**src/rtl/tm1638_frame_scheduler.sv**
```systemverilog
// tm1638_frame_scheduler
// Periodically snapshots the display state and walks the TM1638 command
// protocol one byte at a time over a valid/ready link to the serial byte
// engine. Optionally reads the key matrix back and publishes a key vector.
// Build option: define TM1638_FRAME_KEY_SCAN_EN to include the key read-back
// (RCMD/RDATA/RWAIT). Without it, a frame ends after CTRL and keys stay 0.
//
// state | meaning
// ------+-------------------------------------------------------------
// IDLE  | waiting for tick or kick
// MODE  | 0x40 write-data / auto-increment command, STB raised after
// ADDR  | 0xC0 start address
// DATA  | 16 display bytes: even k = digit k/2, odd k = LED k/2
// CTRL  | display control: on/off and brightness
// RCMD  | 0x42 read-keys command
// RDATA | read byte j of 4 requested from the engine
// RWAIT | waiting for the engine to return read byte j
// DONE  | keys published (scan build), then back to IDLE
module tm1638_frame_scheduler #(
  parameter int clk_mhz    = 27,
  parameter int refresh_hz = 100,
  parameter int w_digit    = 8
) (
  input  logic                 clk,
  input  logic                 rst_n,
  input  logic [8*w_digit-1:0] hgfedcba,
  input  logic [7:0]           led,
  input  logic [2:0]           brightness,
  input  logic                 disp_on,
  input  logic                 kick,
  output logic                 cmd_valid,
  input  logic                 cmd_ready,
  output logic [7:0]           cmd_byte,
  output logic                 cmd_read,
  output logic                 cmd_last,
  input  logic                 rsp_valid,
  input  logic [7:0]           rsp_byte,
  output logic [7:0]           keys,
  output logic                 keys_valid,
  output logic                 busy,
  output logic                 overrun
);

  localparam int PERIOD = clk_mhz * 1000000 / refresh_hz;
  localparam int DIV_W  = (PERIOD > 1) ? $clog2(PERIOD) : 1;
  localparam logic [DIV_W-1:0] DIV_LAST = DIV_W'(PERIOD - 1);

  typedef enum logic [3:0] {
    S_IDLE, S_MODE, S_ADDR, S_DATA, S_CTRL, S_RCMD, S_RDATA, S_RWAIT, S_DONE
  } state_t;

  state_t               state_q, state_d;
  logic [DIV_W-1:0]     div_q, div_d;
  logic                 tick;
  logic                 start;
  logic                 accept;
  logic [3:0]           k_q, k_d;
  logic [8*w_digit-1:0] seg_q, seg_d;
  logic [7:0]           led_q, led_d;
  logic [2:0]           bri_q, bri_d;
  logic                 don_q, don_d;
  logic [63:0]          seg_pad;

  logic                 cmd_valid_q, cmd_valid_d;
  logic [7:0]           cmd_byte_q, cmd_byte_d;
  logic                 cmd_read_q, cmd_read_d;
  logic                 cmd_last_q, cmd_last_d;
  logic                 busy_q;
  logic                 ovr_q, ovr_d;

`ifdef TM1638_FRAME_KEY_SCAN_EN
  logic [1:0]           j_q, j_d;
  logic [7:0]           rbyte_q [4];
  logic [7:0]           rbyte_d [4];
  logic [7:0]           keys_q, keys_d;
  logic                 keys_valid_q, keys_valid_d;
`endif

  // Free-running frame-rate divider; kick never disturbs its phase.
  assign tick   = (div_q == DIV_LAST);
  assign div_d  = tick ? '0 : div_q + DIV_W'(1);
  assign start  = tick | kick;
  assign accept = cmd_valid_q & cmd_ready;

  // Next-state logic: advance on handshake, snapshot inputs at frame start.
  always_comb begin
    state_d = state_q;
    k_d     = k_q;
    seg_d   = seg_q;
    led_d   = led_q;
    bri_d   = bri_q;
    don_d   = don_q;
    ovr_d   = 1'b0;
`ifdef TM1638_FRAME_KEY_SCAN_EN
    j_d          = j_q;
    rbyte_d      = rbyte_q;
    keys_d       = keys_q;
    keys_valid_d = 1'b0;
`endif
    case (state_q)
      S_IDLE: begin
        if (start) begin
          state_d = S_MODE;
          seg_d   = hgfedcba;
          led_d   = led;
          bri_d   = brightness;
          don_d   = disp_on;
        end
      end
      S_MODE: if (accept) state_d = S_ADDR;
      S_ADDR: begin
        if (accept) begin
          state_d = S_DATA;
          k_d     = '0;
        end
      end
      S_DATA: begin
        if (accept) begin
          if (k_q == 4'd15) state_d = S_CTRL;
          k_d = k_q + 4'd1;
        end
      end
      S_CTRL: begin
        if (accept) begin
`ifdef TM1638_FRAME_KEY_SCAN_EN
          state_d = S_RCMD;
`else
          state_d = S_DONE;
`endif
        end
      end
`ifdef TM1638_FRAME_KEY_SCAN_EN
      S_RCMD: begin
        if (accept) begin
          state_d = S_RDATA;
          j_d     = '0;
        end
      end
      S_RDATA: if (accept) state_d = S_RWAIT;
      S_RWAIT: begin
        if (rsp_valid) begin
          rbyte_d[j_q] = rsp_byte;
          if (j_q == 2'd3) begin
            state_d      = S_DONE;
            keys_valid_d = 1'b1;
            // Each read byte carries two key columns in bits 0 and 4.
            for (int i = 0; i < 4; i++) begin
              keys_d[i]     = rbyte_d[i][0];
              keys_d[i + 4] = rbyte_d[i][4];
            end
          end else begin
            state_d = S_RDATA;
            j_d     = j_q + 2'd1;
          end
        end
      end
`endif
      S_DONE:  state_d = S_IDLE;
      default: state_d = S_IDLE;
    endcase
    // Requests that land on a running frame are dropped, never queued.
    if (start && (state_q != S_IDLE)) ovr_d = 1'b1;
  end

  // Command fields for the state being entered, so outputs come straight from flops.
  always_comb begin
    cmd_valid_d = 1'b0;
    cmd_byte_d  = 8'h00;
    cmd_read_d  = 1'b0;
    cmd_last_d  = 1'b0;
    // Digits beyond w_digit read as zero through the padding.
    seg_pad     = 64'(seg_d);
    case (state_d)
      S_MODE: begin
        cmd_valid_d = 1'b1;
        cmd_byte_d  = 8'h40;
        cmd_last_d  = 1'b1;
      end
      S_ADDR: begin
        cmd_valid_d = 1'b1;
        cmd_byte_d  = 8'hC0;
      end
      S_DATA: begin
        cmd_valid_d = 1'b1;
        cmd_last_d  = (k_d == 4'd15);
        if (k_d[0]) cmd_byte_d = {7'b0, led_d[k_d[3:1]]};
        else        cmd_byte_d = seg_pad[{k_d[3:1], 3'b000} +: 8];
      end
      S_CTRL: begin
        cmd_valid_d = 1'b1;
        cmd_byte_d  = don_d ? {5'b10001, bri_d} : 8'h80;
        cmd_last_d  = 1'b1;
      end
`ifdef TM1638_FRAME_KEY_SCAN_EN
      S_RCMD: begin
        cmd_valid_d = 1'b1;
        cmd_byte_d  = 8'h42;
      end
      S_RDATA: begin
        cmd_valid_d = 1'b1;
        cmd_read_d  = 1'b1;
        cmd_last_d  = (j_d == 2'd3);
      end
`endif
      default: ;
    endcase
  end

  // Divider, FSM state and shadow registers.
  always_ff @(posedge clk or negedge rst_n) begin
    if (!rst_n) begin
      div_q   <= '0;
      state_q <= S_IDLE;
      k_q     <= '0;
      seg_q   <= '0;
      led_q   <= '0;
      bri_q   <= '0;
      don_q   <= 1'b0;
    end else begin
      div_q   <= div_d;
      state_q <= state_d;
      k_q     <= k_d;
      seg_q   <= seg_d;
      led_q   <= led_d;
      bri_q   <= bri_d;
      don_q   <= don_d;
    end
  end

  // Registered command and status outputs; reset drops cmd_valid at once.
  always_ff @(posedge clk or negedge rst_n) begin
    if (!rst_n) begin
      cmd_valid_q <= 1'b0;
      cmd_byte_q  <= '0;
      cmd_read_q  <= 1'b0;
      cmd_last_q  <= 1'b0;
      busy_q      <= 1'b0;
      ovr_q       <= 1'b0;
    end else begin
      cmd_valid_q <= cmd_valid_d;
      cmd_byte_q  <= cmd_byte_d;
      cmd_read_q  <= cmd_read_d;
      cmd_last_q  <= cmd_last_d;
      busy_q      <= (state_d != S_IDLE);
      ovr_q       <= ovr_d;
    end
  end

`ifdef TM1638_FRAME_KEY_SCAN_EN
  // Read index, captured key bytes and published key vector.
  always_ff @(posedge clk or negedge rst_n) begin
    if (!rst_n) begin
      j_q <= '0;
      for (int i = 0; i < 4; i++) rbyte_q[i] <= '0;
      keys_q       <= '0;
      keys_valid_q <= 1'b0;
    end else begin
      j_q          <= j_d;
      rbyte_q      <= rbyte_d;
      keys_q       <= keys_d;
      keys_valid_q <= keys_valid_d;
    end
  end

  assign keys       = keys_q;
  assign keys_valid = keys_valid_q;
`else
  logic unused_rsp;
  assign unused_rsp = ^{rsp_valid, rsp_byte};
  assign keys       = 8'h00;
  assign keys_valid = 1'b0;
`endif

  assign cmd_valid = cmd_valid_q;
  assign cmd_byte  = cmd_byte_q;
  assign cmd_read  = cmd_read_q;
  assign cmd_last  = cmd_last_q;
  assign busy      = busy_q;
  assign overrun   = ovr_q;

endmodule

```
**config.mk**
```make
export PLATFORM = sky130hd
export DESIGN_NAME = tm1638_frame_scheduler
export DESIGN_NICKNAME = d
export VERILOG_FILES = /design/src/rtl/tm1638_frame_scheduler.sv
export SDC_FILE = /design/constraint.sdc
export NUM_CORES = 1
export LEC_CHECK = 0
export BUFFER_PORTS_ARGS = -buffer_cell sky130_fd_sc_hd__buf_4
export CORE_UTILIZATION = 45
export CTS_BUF_LIST = sky130_fd_sc_hd__clkbuf_2
export CTS_CLUSTER_DIAMETER = 50
export CTS_CLUSTER_SIZE = 24
export DETAILED_ROUTE_END_ITERATION = 8
export PLACE_DENSITY_LB_ADDON = 0.1
export SYNTH_ARGS = -nofsm -noshare
export SYNTH_HDL_FRONTEND = slang
export SYNTH_SLANG_ARGS = --single-unit
```
**constraint.sdc**
```tcl
create_clock -name clk -period 6.8 [get_ports clk]
set_input_delay 1.7 -clock clk [delete_from_list [all_inputs] [get_ports clk]]
set_output_delay 1.7 -clock clk [all_outputs]
set_load 0.01 [all_outputs]
```
==> results of run 1 <==
-- metrics by stage --
| step | util | cell area [µm²] | hold slack, ns | instances |
|---|---|---|---|---|
| 2_1_floorplan | - | 6060 | 0.424 | 799 |
| 3_3_place_gp | 0.527 | 6760 | 0.438 | 1017 |
| 3_5_place_dp | 0.527 | 6760 | 0.453 | 1017 |
| 4_1_cts | 0.544 | 6970 | 0.473 | 1049 |
| 5_1_grt | 0.544 | 6970 | 0.495 | 1049 |
| 6_report | 0.544 | 6970 | 0.474 | 1049 |
-- layer usage --
metal	part of all wire	vias up	GRT usage
met4	0.013	0	0.0801
met1	0.47	2554	0.325
met2	0.46	160	0.369
met3	0.050	19	0.0528
li1	-	2707	-
met5	0	-	0
-- report_power, final --
group	leakage [µW]	switching [µW]	total, µW	internal (µW)
Clock	0.000137	258	416	158
Sequential	0.00144	135	1060	924
Combinational	0.00202	753	1170	419
Total	0.00360	1150	2650	1500
-- logic make-up (layout without fill, tap and decap cells) --
logic type / count (synthesis) / after routing / share of synthesized area
and+or+nand+nor: 535 / 535 / 0.370
DFF: 115 / 115 / 0.478
buffers and inverters: 65 / 143 / 0.0544
AOI/OAI and AO/OA: 52 / 52 / 0.0623
xor gates and xnor gates: 15 / 15 / 0.0218
muxes: 4 / 4 / 0.00664
adders and majority gates: 3 / 3 / 0.00623
other: 1 / 10 / 0.000622
-- how the worst max path moves through the flow --
stage | from | slack, ns | endpoint | cells after the start
after CTS | cmd_ready | 3.07 | cmd_byte[4] | 11
after global placement | cmd_ready | 2.39 | cmd_byte[5] | 11
after floorplan | cmd_ready | 3.45 | cmd_byte[4] | 10
final | cmd_ready | 2.99 | cmd_byte[4] | 11
after global routing | cmd_ready | 2.81 | cmd_byte[4] | 11
after detailed placement | cmd_ready | 2.31 | cmd_byte[4] | 11
-- state kept, by name, summed over array words and instances, names as in the netlist, 3 cells and up --
signal and cells:
state_q 4, cmd_byte 8, seg_q 64, led_q 8
bri_q 3, k_q 4, div_q 19
-- final cells by class --
cell class | instances | area (µm²) | area share
clock buffers | 17 | 85.1 | 0.0122
clock inverters | 15 | 123 | 0.0176
inverters | 11 | 41.3 | 0.00592
multi-input cells | 619 | 2880 | 0.413
flip-flops and latches | 115 | 2880 | 0.413
well taps | 172 | 215 | 0.0309
repair buffers | 100 | 751 | 0.108
-- Yosys cell counts (all sizes together) --
| cell type | count |
|---|---|
| a21oi | 8 |
| nor4b | 2 |
| nor2 | 27 |
| clkbuf | 21 |
| and2 | 4 |
| a211oi | 1 |
| and3 | 16 |
| nand4 | 5 |
| nor3 | 9 |
| a21o | 1 |
| a31oi | 2 |
| conb | 1 |
| nor4 | 3 |
| o21ai | 13 |
| o21a | 4 |
| xor2 | 4 |
| or3 | 2 |
| a211o | 1 |
| clkinv | 1 |
| or3b | 1 |
| ha | 3 |
| a32oi | 1 |
| mux2i | 4 |
| nor4bb | 1 |
| o221a | 1 |
| or2 | 1 |
| o211ai | 2 |
| xnor2 | 11 |
| a2111o | 1 |
| nand2 | 386 |
| a311oi | 13 |
| a221o | 3 |
| o41ai | 1 |
| dfrtp | 115 |
| buf | 33 |
| nand3 | 73 |
| nand3b | 2 |
| inv | 10 |
| nor2b | 2 |
| nand2b | 1 |
==> results by group, run 1 <==
Timing
  • Setup Skew: 0.0259 ns
  • Fin. Hold Viols: 0
  • Slew headroom: 0.346
  • Finish-stage setup viols: 0
  • Max Fclk: 262 MHz
  • Crit path time final: 3.81 ns
  • Setup ws final: 2.99 ns
  • Worst-Margin Slew: 0.979 ns
  • Final period util: 0.561
  • Setup TNS: 0 ns
  • RSZ-0062 raised after global routing: false
  • Pins Over Slew Limit: 0

Placed design
  • Detail Placement HPWL: 10.5 mm
  • GPL Wtd Cong: 0.806
  • Pre-CTS WS: 2.31 ns
  • Number of I/O port buffers: 91

Worst setup path
  • Crit-path max FO: 54
  • Worst r2r src: state_q[0]
  • Crit-path slowest cell: inv_2
  • CP Capture Type: register
  • CP Launch Type: primary input
  • R2R Setup Slk: 3.21 ns
  • Kind of critical path: in -> reg
  • Worst EP arrival: 4.39 ns
  • Reg-to-Reg End: cmd_byte[1]
  • Worst path top cell family by delay: buffers and inverters
  • CP max stage delay: 0.70 ns
  • Critical-path cell list: buf_4, and2_1, nand3_1, o21a_2, inv_2, buf_4, nand2_1, and3_1, a311oi_1, a311oi_1, nor4_1
  • Buf/Inv on CP: 3
  • Cell count of the worst reg-to-reg path: 7
  • Worst Path Required: 7.38 ns

GRT
  • GRT overflow: 0
  • First-pass GRT wire length: 26.0 mm
  • Total Routing Usage GR: 0.237
  • Vias in the first global route: 5214
  • Antenna violations before repair: 0
  • Largest net degree at the start of global routing: 83

Clock tree
  • Num CTS Buffers: 17
  • Cts repair resizes: 0
  • CTS Sinks: 115
  • CTS Hold Bufs: 0
  • Setup Buffers After CTS: 0
  • Clk slew on worst S/H paths: 0.17 ns
  • Clock Path Buffers: 2
  • Clk Latency, worst-skew pair: 0.70 ns
  • TritonCTS clock tree: done
  • CTS H-tree depth: 4
  • Root Driver: clkbuf_2

Logic synthesis
  • Cells after synthesis: 790
  • Sequential share of the synthesized area: 0.478
  • Top post-synthesis cells by area: dfrtp_1, nand2_1, nand3_1, a311oi_1, nor2_1
  • Synth Warn #: 0
  • Synth top area share: 0.478
  • Synth unique cells: 47
  • Yosys top cell by area: dfrtp_1
  • Synthesized area: 6030 µm²
  • Register bit total from synthesis: 115
  • Synth Area per Inst: 7.63 µm²

Min path
  • Hold EP: div_q[0]
  • Tightest Hold Check Type: reg -> reg
  • Worst hold stages: 1
  • Min-delay src: div_q[0]

Floorplanning
  • Core Footprint: 12800 µm²
  • Initial Util: 0.470
  • Core Rows: 41
  • Die H: 118 µm
  • Die area: 13900 µm²
  • Die width: 118 µm
  • I/O pins: 111

Power
  • Power Density: 380 nW/µm²
  • Final Power: 2650 µW
  • Leakage power: 0.00360 µW
  • Maximum vdd drop: 0.234 mV

Cells and area
  • Ant. Diodes: 0
  • Most frequent cells in the layout: nand2_1, dfrtp_1, buf_4
  • Syn-to-layout area delta: 15.7%
  • Layout fillers: 1277
  • Layout cells sized above 1: 0.157
  • Nets@finish: 956
  • Most common cell after layout, fill and taps aside: nand2_1

Outcome
  • Status: finished clean

Route
  • Avg Vias per Cell: 5.19
  • Drt pass-1 iters: 5
  • Initial drt markers: 477
  • Final routed DRC violation total: 0
  • Via count: 5440
  • DRT antenna net count: 0
  • Wire per inst: 14.8 µm
  • WL final: 15.5 mm

Flow run
  • Max-Cap Viols: 0
Note: power is estimated with default switching activity, not from simulation.
==> run 2, diff against run 1 <==
==> constraint.sdc (replaced) <==
create_clock -name clk -period 3.45 [get_ports clk]
set_input_delay 0.8625 -clock clk [delete_from_list [all_inputs] [get_ports clk]]
set_output_delay 0.8625 -clock clk [all_outputs]
set_load 0.01 [all_outputs]
==> run 2 against run 1 <==
  * Routed wire length rose by 0.95%
  * Cell count rose by 0.86%
  * Hold slack got worse by 0.30 ns
  * Critical path depth fell by 2
  * Non-clock buffer count rose by 9
  * Clock power rose to 2.5 times the previous value
  * First-iteration DRC count fell by 13%
  * Sequential power rose by 96%
  * Highest routed layer unchanged
  * Global-route usage rose by 0.13 points
==> results by group, run 2 (synthesis results as in run 1) <==
Clock tree
  • Clk slew on worst S/H paths: 0.17 ns
  • CTS Hold Bufs: 0
  • Setup Buffers After CTS: 0
  • Root Driver: clkbuf_2
  • TritonCTS clock tree: done
  • CTS H-tree depth: 4
  • Clock Path Buffers: 2
  • Num CTS Buffers: 17
  • Clk Latency, worst-skew pair: 0.67 ns
  • Cts repair resizes: 0
  • CTS Sinks: 115

Min path
  • Tightest Hold Check Type: in -> async

Power
  • Sw Share: 0.408
  • Combinational Power Share: 0.442
  • Leakage power: 0.00370 µW
  • Clock Power Share: 0.188
  • Power Density: 780 nW/µm²
  • Sw Pwr: 2290 µW
  • Maximum vdd drop: 0.415 mV
  • Internal power: 3330 µW
  • Sequential power share: 0.371

Cells and area
  • Ant. Diodes: 0
  • Most common cell after layout, fill and taps aside: nand2_1
  • Syn-to-layout area delta: 19.5%
  • Layout cells sized above 1: 0.167
  • Multi-input logic area: 2880 µm²
  • Biggest register: seg_q
  • Final instance area: 7200 µm²
  • Core Util, Final: 0.562
  • Nets@finish: 965
  • Biggest regs: seg_q x64, div_q x19
  • Layout fillers: 1253
  • Number of flip-flops under the largest register name: 64
  • Most frequent cells in the layout: nand2_1, dfrtp_1, buf_4
  • Register area: 2880 µm²

Worst setup path
  • CP Capture Type: register
  • Worst EP arrival: 3.34 ns
  • Worst Path Required: 4.01 ns
  • Kind of critical path: reg -> reg
  • CP Launch Type: register
  • Cell count of the worst reg-to-reg path: 9
  • Crit-path max FO: 50

Flow run
  • Max-Cap Viols: 0

Placed design
  • Detail Placement HPWL: 10.8 mm
  • GPL Wtd Cong: 0.855
  • Number of I/O port buffers: 91
  • Placed Area: 6920 µm²

Route
  • DRT antenna net count: 0
  • Initial drt markers: 413
  • Avg Vias per Cell: 5.18
  • Final routed DRC violation total: 0
  • Drt pass-1 iters: 5
  • WL final: 15.7 mm
  • Wire per inst: 14.8 µm
  • Via count: 5476

Timing
  • Pins Over Slew Limit: 0
  • RSZ-0062 raised after global routing: false
  • Slew headroom: 0.598
  • Fin. Hold Viols: 0
  • Crit path time final: 2.78 ns
  • Finish-stage setup viols: 0
  • Max Fclk: 360 MHz
  • Setup Skew: 0.0195 ns
  • Final period util: 0.805
  • Setup TNS: 0 ns
  • Worst-Margin Slew: 0.602 ns

Floorplanning
  • Die area: 13900 µm²
  • Core Footprint: 12800 µm²
  • Core Rows: 41
  • Initial Util: 0.470
  • Die width: 118 µm
  • Die H: 118 µm
  • I/O pins: 111

GRT
  • Vias in the first global route: 5253
  • GRT overflow: 0
  • First-pass GRT wire length: 26.4 mm
  • Largest net degree at the start of global routing: 72
  • Antenna violations before repair: 0
  • Total Routing Usage GR: 0.238

Outcome
  • Status: finished clean
[run 2: cell types whose count changed in the layout (fill, tap and decap cells not counted)]
cell	change
buf_12	+7
clkinv_1	-1
bufinv_16	+3
buf_4	+2
clkbuf_2	+2
clkinv_2	-4
[run 2: critical path, stage by stage (launching register included)]
cell and delay, ns:
dfrtp_1 0.44, nor4b_1 0.40, nand4_1 0.17, nor3_2 0.25, o21a_4 0.37, buf_12 0.27, and3_1 0.20, a311oi_1 0.06
a311oi_1 0.39, nor4_1 0.10
[run 2: final timing paths]
kind / startpoint / to / slack (ns)
max in group asynchronous: rst_n / led_q[5] / 2.47
worst min register to register: div_q[0] / div_q[0] / 0.47
min in group clk: hgfedcba[42] / seg_q[42] / 0.38
worst min-delay path: rst_n / seg_q[54] / 0.17
worst max-delay path: div_q[15] / cmd_byte[4] / 0.67
worst max register to register: div_q[15] / cmd_byte[4] / 0.67
[run 2: cell type report]
class,count,share of cell area
Clock buffer,19,0.0132
Inverter,11,0.00573
Timing Repair Buffer,109,0.126
Multi-Input combinational cell,619,0.400
Sequential cell,115,0.400
Tap cell,172,0.0299
Clock inverter,13,0.0262
[run 2: power groups by stage]
stage	sequential (µW)	combinational (µW)	clock [µW]
CTS	2080	2490	1080
global route	2140	2790	1150
floorplan	2050	1690	0
global placement	2090	2420	0
detailed placement	2110	2470	0
finish	2080	2480	1050
[run 2: metrics by stage]
stage                     hold WS [ns]  setup slack, ns  total power [µW]  cells
after floorplan                  0.424            0.934              3750    799
after global placement           0.438            0.470              4510   1026
after detailed placement         0.452            0.435              4580   1026
after CTS                        0.144            0.667              5640   1058
after global routing             0.127            0.481              6070   1058
final                            0.169            0.671              5620   1058
[run 2: metal layers]
layer / vias up / global-route usage / part of all wire
met5: - / 0 / 0
met4: 0 / 0.0657 / 0.013
met3: 16 / 0.0615 / 0.052
met2: 153 / 0.370 / 0.47
met1: 2596 / 0.329 / 0.46
li1: 2711 / - / -
